===== src/rtl/imem_loader_pkg.sv =====
// rtl/imem_loader_pkg.sv - shared state encoding and error codes for the IMEM loader
package imem_loader_pkg;

    typedef enum logic [2:0] {
        S_IDLE,
        S_LEN_LO,
        S_LEN_HI,
        S_DATA,
        S_DONE,
        S_ERR
    } state_t;

    localparam logic [1:0] ERR_NONE    = 2'd0;
    localparam logic [1:0] ERR_LEN     = 2'd1;
    localparam logic [1:0] ERR_TIMEOUT = 2'd2;

endpackage


===== src/rtl/loader_timeout.sv =====
// rtl/loader_timeout.sv - idle-cycle watchdog between accepted bytes of a load
module loader_timeout #(
    parameter int TIMEOUT_CYCLES = 1000000
) (
    input  logic clk,
    input  logic rst_n,
    input  logic clear,
    input  logic enable,
    output logic expired
);

    localparam int TW = (TIMEOUT_CYCLES > 2) ? $clog2(TIMEOUT_CYCLES) : 1;
    localparam logic [TW-1:0] LIMIT = TW'((TIMEOUT_CYCLES > 0) ? TIMEOUT_CYCLES - 1 : 0);

    logic [TW-1:0] timer;

    // The counter only runs while a byte is awaited; any other cycle parks it at zero.
    always_ff @(posedge clk or negedge rst_n) begin
        if (!rst_n) begin
            timer <= '0;
        end else if (clear || !enable) begin
            timer <= '0;
        end else if (timer != LIMIT) begin
            timer <= timer + 1'b1;
        end
    end

    assign expired = (TIMEOUT_CYCLES != 0) && enable && !clear && (timer == LIMIT);

endmodule


===== src/rtl/imem_loader.sv =====
// rtl/imem_loader.sv - byte-stream program loader writing words into IMEM and gating core reset
module imem_loader
    import imem_loader_pkg::*;
#(
    parameter int DEPTH          = 256,
    parameter int AW             = 8,
    parameter int TIMEOUT_CYCLES = 1000000
) (
    input  logic          clk,
    input  logic          rst_n,
    input  logic          start,
    input  logic          in_valid,
    input  logic [7:0]    in_data,
    output logic          in_ready,
    output logic          imem_we,
    output logic [AW-1:0] imem_waddr,
    output logic [31:0]   imem_wdata,
    output logic          cpu_rst_n,
    output logic          busy,
    output logic          done,
    output logic [1:0]    err_code,
    output logic [AW:0]   words_loaded
);

    state_t      state, state_nxt;
    logic [7:0]  len_lo;
    logic [15:0] len;
    logic [15:0] len_in;
    logic [1:0]  byte_idx;
    logic [23:0] word_buf;
    logic        accept;
    logic        start_ok;
    logic        expired;
    logic        len_bad;
    logic        all_written;

    assign len_in      = {in_data, len_lo};
    assign len_bad     = (len_in == 16'd0) || ({16'd0, len_in} > 32'(DEPTH));
    assign all_written = (32'(words_loaded) == 32'(len));

    // After the final word is strobed the loader stops taking bytes for its last DATA cycle.
    assign in_ready = (state == S_LEN_LO) || (state == S_LEN_HI) ||
                      ((state == S_DATA) && !all_written);
    assign busy     = (state == S_LEN_LO) || (state == S_LEN_HI) || (state == S_DATA);
    assign done     = (state == S_DONE);
    assign accept   = in_valid && in_ready;
    assign start_ok = start && (state == S_IDLE);

    loader_timeout #(
        .TIMEOUT_CYCLES(TIMEOUT_CYCLES)
    ) u_timeout (
        .clk    (clk),
        .rst_n  (rst_n),
        .clear  (accept || start_ok),
        .enable (in_ready),
        .expired(expired)
    );

    always_ff @(posedge clk or negedge rst_n) begin
        if (!rst_n) begin
            state <= S_IDLE;
        end else begin
            state <= state_nxt;
        end
    end

    always_comb begin
        state_nxt = state;
        case (state)
            S_IDLE:   if (start) state_nxt = S_LEN_LO;
            S_LEN_LO: begin
                if (expired)     state_nxt = S_ERR;
                else if (accept) state_nxt = S_LEN_HI;
            end
            S_LEN_HI: begin
                if (expired)     state_nxt = S_ERR;
                else if (accept) state_nxt = len_bad ? S_ERR : S_DATA;
            end
            S_DATA: begin
                if (all_written)  state_nxt = S_DONE;
                else if (expired) state_nxt = S_ERR;
            end
            S_DONE:   state_nxt = S_IDLE;
            S_ERR:    state_nxt = S_IDLE;
            default:  state_nxt = S_IDLE;
        endcase
    end

    always_ff @(posedge clk or negedge rst_n) begin
        if (!rst_n) begin
            imem_we      <= 1'b0;
            imem_waddr   <= '0;
            imem_wdata   <= '0;
            cpu_rst_n    <= 1'b1;
            err_code     <= ERR_NONE;
            words_loaded <= '0;
            byte_idx     <= '0;
            word_buf     <= '0;
            len_lo       <= '0;
            len          <= '0;
        end else begin
            imem_we <= 1'b0;
            if (start_ok) begin
                cpu_rst_n    <= 1'b0;
                err_code     <= ERR_NONE;
                words_loaded <= '0;
                byte_idx     <= '0;
            end
            if (state == S_LEN_LO && accept) begin
                len_lo <= in_data;
            end
            if (state == S_LEN_HI && accept) begin
                len <= len_in;
                if (len_bad) err_code <= ERR_LEN;
            end
            if (expired) begin
                err_code <= ERR_TIMEOUT;
            end
            // Bytes shift in from the top so the first byte ends up in the low lane.
            if (state == S_DATA && accept) begin
                byte_idx <= byte_idx + 1'b1;
                word_buf <= {in_data, word_buf[23:8]};
                if (byte_idx == 2'd3) begin
                    imem_we      <= 1'b1;
                    imem_waddr   <= words_loaded[AW-1:0];
                    imem_wdata   <= {in_data, word_buf};
                    words_loaded <= words_loaded + 1'b1;
                end
            end
            if (state_nxt == S_DONE) begin
                cpu_rst_n <= 1'b1;
            end
        end
    end

endmodule


===== config.mk =====
export PLATFORM = sky130hd
export DESIGN_NAME = imem_loader
export DESIGN_NICKNAME = d
export VERILOG_FILES = /design/src/rtl/imem_loader_pkg.sv /design/src/rtl/loader_timeout.sv /design/src/rtl/imem_loader.sv
export SDC_FILE = /design/constraint.sdc
export NUM_CORES = 1
export LEC_CHECK = 0
export BUFFER_PORTS_ARGS = -buffer_cell sky130_fd_sc_hd__clkbuf_2
export CAP_MARGIN = 20
export CORE_MARGIN = 2
export CORE_UTILIZATION = 50
export CTS_BUF_LIST = sky130_fd_sc_hd__clkbuf_4
export DETAILED_ROUTE_END_ITERATION = 6
export PLACE_DENSITY = 0.68
export SLEW_MARGIN = 20
export SYNTH_ARGS = -nofsm -noshare
export SYNTH_HDL_FRONTEND = slang
export SYNTH_SLANG_ARGS = --single-unit

===== constraint.sdc =====
create_clock -name clk -period 2.9 [get_ports clk]
set_input_delay 0.58 -clock clk [delete_from_list [all_inputs] [get_ports clk]]
set_output_delay 0.58 -clock clk [all_outputs]
set_load 0.005 [all_outputs]

-- Yosys cells after proc, flatten, opt, wreduce, memory -nomap -nowiden
Index checks and enable logic that the tools add are counted.
- register bits: 126
- input bits: 12
- output and inout port bits: 56
- logic and storage cells: 72
- add/subtract/negate cells: 3
- magnitude comparators: 1
- equal/unequal tests: 9
- muxes and demuxes: 24
- reduce and logical (&&, ||, !) cells: 23
- operators by type and width (operator ; number):
    20-bit two-way mux ; 2
    9-bit two-way mux ; 3
    3-bit two-way mux ; 8
    20-bit by 1-bit adder with 20-bit output (second input constant) ; 1
    20-bit equality test (second input constant) ; 1
    20-bit != test (second input constant) ; 1
    9-bit by 16-bit equality test with 1-bit output ; 1
    16-bit by 9-bit > comparator with 1-bit output (second input constant) ; 1
    16-bit logical NOT ; 1
    2-bit two-way mux ; 6
    3-bit one-hot mux with 4 select lines ; 1
    9-bit by 1-bit adder with 9-bit output (second input constant) ; 1
    1-bit logical AND ; 8
    3-bit by 2-bit equality test with 1-bit output (second input constant) ; 2
    3-bit equality test (second input constant) ; 2
    1-bit logical OR ; 6
    2-bit nonzero test ; 3
    1-bit two-way mux ; 4
    3-bit by 1-bit equality test with 1-bit output (second input constant) ; 1
    1-bit logical NOT ; 3
    3-bit logical NOT ; 1
    2-bit by 1-bit adder with 2-bit output (second input constant) ; 1
    2-bit equality test (second input constant) ; 1
    2-bit AND reduction ; 1

-- Depth between registers and ports, before layout
Gate-level depths: netlist of run 1.
- depth in word-level cells: 14
- depth in mapped cells: 8
- mapped depth without buffers: 6

-- Cells and area by module
A second synthesis of run 1 with hierarchy kept.
- cell total of the unflattened synthesis: 428
- area, all modules: 5485.3 µm²
- by module, submodules not included (module ; instances ; cells each ; area each (µm²)):
    imem_loader ; 1 ; 312 ; 4386.7
    loader_timeout ; 1 ; 116 ; 1098.6

-- Worst setup path before layout of run 1
OpenSTA, ideal clock, no wires.
- path type: register to register
- start point: register len[9]
- end point: register imem_waddr[0]
- library setup time: 125 ps
- arrival time: 1892 ps
- data required time: 2775 ps
- setup slack: 883 ps
- stages on the path, launching flop included: 7
- path buffers: 2
- cells stage by stage: dfrtp_1 nor4_2 nand4_2 o311ai_4 buf_6 buf_6 mux2_2
- word-level cells in the longest chain between the ends: 7
- ends and longest elaborated chain (item ; line ; text):
    start: declaration ; imem_loader.sv:27 ; logic [15:0] len;
    start signal: assignment ; imem_loader.sv:113 ; len <= len_in;
    9-bit by 16-bit equality test with 1-bit output ; imem_loader.sv:39 ; assign all_written = (32'(words_loaded) == 32'(len));
    1-bit logical NOT ; imem_loader.sv:43 ; ((state == S_DATA) && !all_written);
    1-bit logical AND ; imem_loader.sv:43 ;
    1-bit logical OR ; imem_loader.sv:42 ; assign in_ready = (state == S_LEN_LO) || (state == S_LEN_HI) ||
    1-bit logical AND ; imem_loader.sv:46 ; assign accept = in_valid && in_ready;
    1-bit logical AND ; imem_loader.sv:120 ; if (state == S_DATA && accept) begin
    2-bit AND reduction (no source line) ; - ;
    end signal: assignment ; imem_loader.sv:125 ; imem_waddr <= words_loaded[AW-1:0];
    end: declaration ; imem_loader.sv:16 ; output logic [AW-1:0] imem_waddr,
No other way between the ends.
A chain may end at the register's enable or synchronous reset.

-- Worst setup path after layout of run 1
- start point: register words_loaded[0]
- end point: output in_ready
- word-level cells in the longest chain between the ends: 4
- ends and longest elaborated chain (item ; line ; text):
    start: declaration ; imem_loader.sv:22 ; output logic [AW:0] words_loaded
    start signal: assignment ; imem_loader.sv:127 ; words_loaded <= words_loaded + 1'b1;
    9-bit by 16-bit equality test with 1-bit output ; imem_loader.sv:39 ;
    1-bit logical NOT ; imem_loader.sv:43 ;
    1-bit logical AND ; imem_loader.sv:43 ;
    1-bit logical OR ; imem_loader.sv:42 ;
    end: declaration ; imem_loader.sv:14 ; output logic in_ready,
No other way between the ends.

==> results.yml, run 1 <==
power_and_ir_drop:
  p_clk_share_pct: 22.9
  p_switching_mw: 1.59
  power_switching_share_pct: 30.8
  ir_worst_vdd_v: 0.000304
  internal_power_mw: 3.56
  p_comb_share_pct: 25.2
  p_per_area_nw_per_um2: 819
  p_leak_nw: 2.90
  pwr-share-seq_pct: 51.9
sta:
  fin_crit_sh_pct: 93.7
  fin_skew_ns: 0.0134
  max_clock_freq_mhz: 368
  drv_slew: 0
  setup-violations-final: 0
  min_period_ns: 2.72
  hold_slack_ns: 0.125
  hold_viol_final: 0
  finalSetupTns_ns: 0
  worst_pin_slew_ns: 0.986
  relSlewSlack_pct: 33.4
  rsz0062_at_grt: "false"
yosys:
  synthFlopType: "dfrtp_1"
  synth_enable_flop_cells: 0
  yosys_warnings: 0
  syn-num-nets: 435
  ys_seq_area_share_pct: 56.8
  avgSynthCellArea_sq_um: 13.2
  ys_types: 49
  ys_seq_elements: 126
  netlist_instances: 420
  synthArstFlopShare_pct: 100
  syn_area_sq_um: 5550
hold_path:
  min_path_type: "primary input to asynchronous set/reset pin"
global_routing:
  grt_usage_pct: 19.4
  grt_pass1_wl_um: 17700
  grt_pass1_vias: 3492
  antenna_found_initial: 0
  grt_overflow_total: 0
  grt_start_max_net_pins: 127
route:
  via_per_inst: 5.55
  drt_drc_violations_left: 0
  route.vias.total: 3601
  detail_route.wl_per_cell_um: 16.1
  drt_iter0_drc: 263
  final_antenna_net_count: 0
  dr.pass1.iters: 4
  wl_um: 10400
setup_path:
  worstSetupPathType: "flop to primary output"
  required_ns: 2.32
  worst_setup_path_end_kind: "primary output"
  critPathLaunchType: "flop"
  slowest_delay_ns: 0.50
  rrSetupSlack_ns: 0.63
  startpoint: "words_loaded[0]$_DFF_PN0_"
  cp.arrival_ns: 2.14
  crit_slowest_cell: "dfrtp_2"
  crit_family: "simple AND/OR/NAND/NOR gates"
  critPathBufInv: 2
  crit_fanout: 8
  cp_cell_sequence: "xnor2_1, nand4_2, nor4_1, buf_4, nor3_1, clkbuf_2"
  worstReg2RegStart: "words_loaded[1]$_DFF_PN0_"
cts:
  path_clk_slew_ns: 0.11
  numCtsBuffers: 17
  insertion_delay_ns: 0.52
  ctsHtreeMaxLevel: 4
  cts_tree: "yes"
  ctsHoldBuffers: 0
  clock_path_buffers: 2
  cts.sink_count: 126
  cts-root-buf: "clkbuf_4"
layout:
  drive_above_1_share_pct: 39.7
  fillerInstances: 903
  nets: 511
  diodes: 0
  mostFrequentLayoutCell: "dfrtp_1"
  areaGrowthSynthToFinish_pct: 13.2
  layout_common_cells: "124 x dfrtp_1, 70 x mux2_2, 66 x clkbuf_2, 29 x nor2_1, 24 x nand2_1"
place:
  place.gp.congestion: 0.850
  hpwl_um: 7040
  portBuffers: 67
flow_run:
  cap_violations: 0
floorplan:
  initial_core_util_pct: 51.2
  pin_count: 68
  die-height_um: 109
  core_area_sq_um: 10800
  rows: 38
  fp.dieW_um: 109
  dieArea_sq_um: 12000
run_status:
  status: "finished clean"
[layer usage]
| metal | global-route usage, % | part of all wire, % | wire length, um | up-vias |
|---|---|---|---|---|
| li1 | - | - | - | 1683 |
| met1 | 27.5 | 47 | 4930 | 1826 |
| met2 | 29.1 | 47 | 4920 | 82 |
| met3 | 5.33 | 4.3 | 451 | 10 |
| met4 | 6.60 | 1.1 | 119 | 0 |
| met5 | 0 | 0 | 0 | - |
[path summary, 6_finish.rpt]
path                            cells past startpoint                        end
worst min register to register                      1    byte_idx[0]$_DFFE_PN0P_
worst min-delay path                                2  imem_waddr[3]$_DFFE_PN0P_
worst max-delay path                                6                   in_ready
worst max register to register                      6  imem_waddr[5]$_DFFE_PN0P_
max in group asynchronous                           2  words_loaded[0]$_DFF_PN0_
min in group clk                                    2   word_buf[17]$_DFFE_PN0P_
[final cells by class]
class | count | area (sq um) | area share (%)
sequential | 126 | 3160 | 50.2
multi-input combinational | 273 | 2250 | 35.9
timing repair buffer | 74 | 403 | 6.41
tap | 140 | 175 | 2.79
clock inverter | 14 | 144 | 2.29
clock buffer | 18 | 135 | 2.15
inverter | 4 | 17.5 | 0.279
[kinds of logic (layout without fill, tap and decap cells)]
kind of cell	Yosys count	after routing	share of synthesized area, %
adder cells (fa/ha/maj)	3	3	0.676
flip-flops	126	126	56.8
AO/OA/AOI/OAI	30	30	3.94
multiplexers	92	92	19.7
buffers and inverters	21	110	2.57
AND/OR/NAND/NOR	120	120	11.9
XOR/XNOR	28	28	4.42
[state kept, by name (all words and copies together), names as in the netlist]
name,count
imem_we,1
len,16
err_code,2
byte_idx,2
state,3
imem_waddr,8
len_lo,8
word_buf,24
imem_wdata,32
cpu_rst_n,1
words_loaded,9
u_timeout.timer,20
[synthesized netlist by cell type (6+ instances only)]
cell type,count,area (sq um)
buf_2,7,35.0
xor2_1,13,114
buf_6,7,78.8
dfrtp_1,125,3130
nor2_1,29,109
nand2_1,24,90.1
nor4_1,6,37.5
nand3_1,13,65.1
mux2_4,17,255
nand4_1,6,37.5
o21ai_0,8,40.0
mux2_2,70,788
xnor2_1,15,131
or4_1,6,45.0
nor3_1,9,45.0
[timing repair]
item | in CTS | in global routing
setup buffers | 0 | 1
gates resized for setup | 0 | 1
setup endpoints to repair | 0 | 1
[power by group through the flow]
stage	Sequential [mW]	Combinational (mW)	Clock [mW]
floorplan	2.57	0.995	0
global placement	2.68	1.26	0
detailed placement	2.71	1.30	0
CTS	2.67	1.31	1.21
global route	2.75	1.45	1.31
finish	2.67	1.30	1.18
[through the flow]
stage / area, sq um / std cells / power (mW) / utilization, % / setup slack, ns
finish: 6280 / 649 / 5.15 / 58.0 / 0.184
floorplan: 5550 / 420 / 3.56 / - / 0.883
CTS: 6280 / 648 / 5.19 / 57.9 / 0.0914
global route: 6280 / 649 / 5.50 / 58.0 / 0.000345
global placement: 6000 / 616 / 3.94 / 55.3 / 0.683
detailed placement: 6000 / 616 / 4.01 / 55.3 / 0.617
(Power assumes the default switching activity.)
==> run 2: changes to the inputs <==
- BUFFER_PORTS_ARGS: -buffer_cell sky130_fd_sc_hd__clkbuf_2 -> -buffer_cell sky130_fd_sc_hd__buf_2
==> run 2 against run 1 <==
- via count is essentially flat
- global-route usage grew 0.29 points
- sequential power is essentially flat
- critical path depth is the same
- critical path type unchanged
- hold slack lost 0.034 ns
- flip-flop and latch count is the same
==> results.yml, run 2 (same netlist as run 1, synthesis figures left out) <==
run_status:
  status: "finished clean"
place:
  hpwl_um: 7340
  dp_slack_ns: 0.607
  place.gp.congestion: 0.840
  portBuffers: 67
  placed_cell_area_sq_um: 6010
layout:
  seq_area_sq_um: 3150
  areaGrowthSynthToFinish_pct: 14.1
  mostFrequentLayoutCell: "dfrtp_1"
  regMostFlops: "imem_wdata"
  multi_input_area_sq_um: 2250
  largest_registers: "imem_wdata (32), word_buf (24), u_timeout.timer (20)"
  diodes: 0
  final_cell_area_sq_um: 6330
  nets: 512
  drive_above_1_share_pct: 39.6
  fillerInstances: 920
  layout_common_cells: "125 x dfrtp_1, 70 x mux2_2, 66 x buf_2, 29 x nor2_1, 24 x nand2_1"
  largest_reg_flops: 32
sta:
  relSlewSlack_pct: 42.4
  finalSetupTns_ns: 0
  min_period_ns: 2.72
  rsz0062_at_grt: "false"
  setup-violations-final: 0
  worst_pin_slew_ns: 0.852
  hold_viol_final: 0
  max_clock_freq_mhz: 368
  fin_skew_ns: 0.0160
  drv_slew: 0
  fin_crit_sh_pct: 93.7
  fin_ws_ns: 0.183
setup_path:
  crit_family: "simple AND/OR/NAND/NOR gates"
  worst_setup_path_end_kind: "primary output"
  slowest_delay_ns: 0.49
  crit_fanout: 8
  worstSetupPathType: "flop to primary output"
  cp.arrival_ns: 2.14
  critPathBufInv: 2
  required_ns: 2.32
  cp_cell_sequence: "xnor2_1, nand4_1, nor4_1, buf_4, nor3_1, buf_2"
  crit_slowest_cell: "dfrtp_1"
  rr_endpoint: "imem_waddr[6]$_DFFE_PN0P_"
  rrSetupSlack_ns: 0.67
  worstReg2RegStart: "len[9]$_DFFE_PN0P_"
  ff2ff_path_depth: 5
  critPathLaunchType: "flop"
floorplan:
  fp.dieW_um: 109
  initial_core_util_pct: 51.2
  dieArea_sq_um: 12000
  die-height_um: 109
  pin_count: 68
  core_area_sq_um: 10800
  rows: 38
route:
  wl_um: 10700
  drt_drc_violations_left: 0
  final_antenna_net_count: 0
  via_per_inst: 5.54
  dr.pass1.iters: 5
  detail_route.wl_per_cell_um: 16.5
  route.vias.total: 3599
  drt_iter0_drc: 129
hold_path:
  min_path_type: "primary input to asynchronous set/reset pin"
cts:
  cts_resized: 0
  cts.sink_count: 126
  clock_path_buffers: 2
  cts-root-buf: "clkbuf_4"
  ctsHtreeMaxLevel: 4
  ctsHoldBuffers: 0
  insertion_delay_ns: 0.50
  cts_tree: "yes"
  post-cts-setup-buffers: 0
  numCtsBuffers: 17
  path_clk_slew_ns: 0.12
power_and_ir_drop:
  ir_worst_vdd_v: 0.000330
  power_mw: 5.29
  p_per_area_nw_per_um2: 836
  p_leak_nw: 2.97
global_routing:
  grt_start_max_net_pins: 49
  grt_usage_pct: 19.7
  antenna_found_initial: 0
  grt_overflow_total: 0
  grt_pass1_vias: 3540
  grt_pass1_wl_um: 17900
flow_run:
  cap_violations: 0
==> run 2: metrics by stage <==
| stage | util, % | cells | hold slack [ns] |
|---|---|---|---|
| floorplan | - | 420 | 0.284 |
| global placement | 55.5 | 618 | 0.471 |
| detailed placement | 55.5 | 618 | 0.480 |
| CTS | 58.4 | 650 | 0.0597 |
| global route | 58.4 | 650 | 0.0926 |
| finish | 58.4 | 650 | 0.0909 |
==> run 2: worst register-to-register path, cell delays in order (launching register included) <==
cell and delay, ns:
dfrtp_1 0.41, nor4_2 0.30, nand4_2 0.23, o311ai_4 0.40, buf_4 0.39, mux2_2 0.39
==> run 2: worst max path at each step <==
stage / cells past startpoint / slack, ns / end / start
floorplan: 6 / 0.88 / imem_waddr[0]$_DFFE_PN0P_ / len[9]$_DFFE_PN0P_
global placement: 7 / 0.69 / words_loaded[6]$_DFF_PN0_ / in_valid
detailed placement: 7 / 0.61 / words_loaded[7]$_DFF_PN0_ / in_valid
CTS: 6 / 0.11 / in_ready / words_loaded[2]$_DFF_PN0_
global route: 6 / 0.001 / in_ready / words_loaded[1]$_DFF_PN0_
finish: 6 / 0.18 / in_ready / words_loaded[2]$_DFF_PN0_
==> run 2: final cells by class <==
class	instances	share of cell area, %
clock buffers	17	2.02
clock inverters	15	3.04
inverters	4	0.277
multi-input cells	273	35.6
flip-flops and latches	126	49.8
well taps	140	2.77
repair buffers	75	6.48
==> run 2: layer usage <==
layer	up-vias	global-route usage, %	part of all wire [%]
met2	74	29.8	48
li1	1672	-	-
met5	-	0	0
met4	0	6.87	1.3
met3	10	5.57	4.3
met1	1843	27.5	46
==> run 2: report_power, final <==
group	internal, mW	total, mW	switching, mW
clock	0.684	1.33	0.650
combinational	0.754	1.29	0.534
sequential	2.28	2.67	0.390
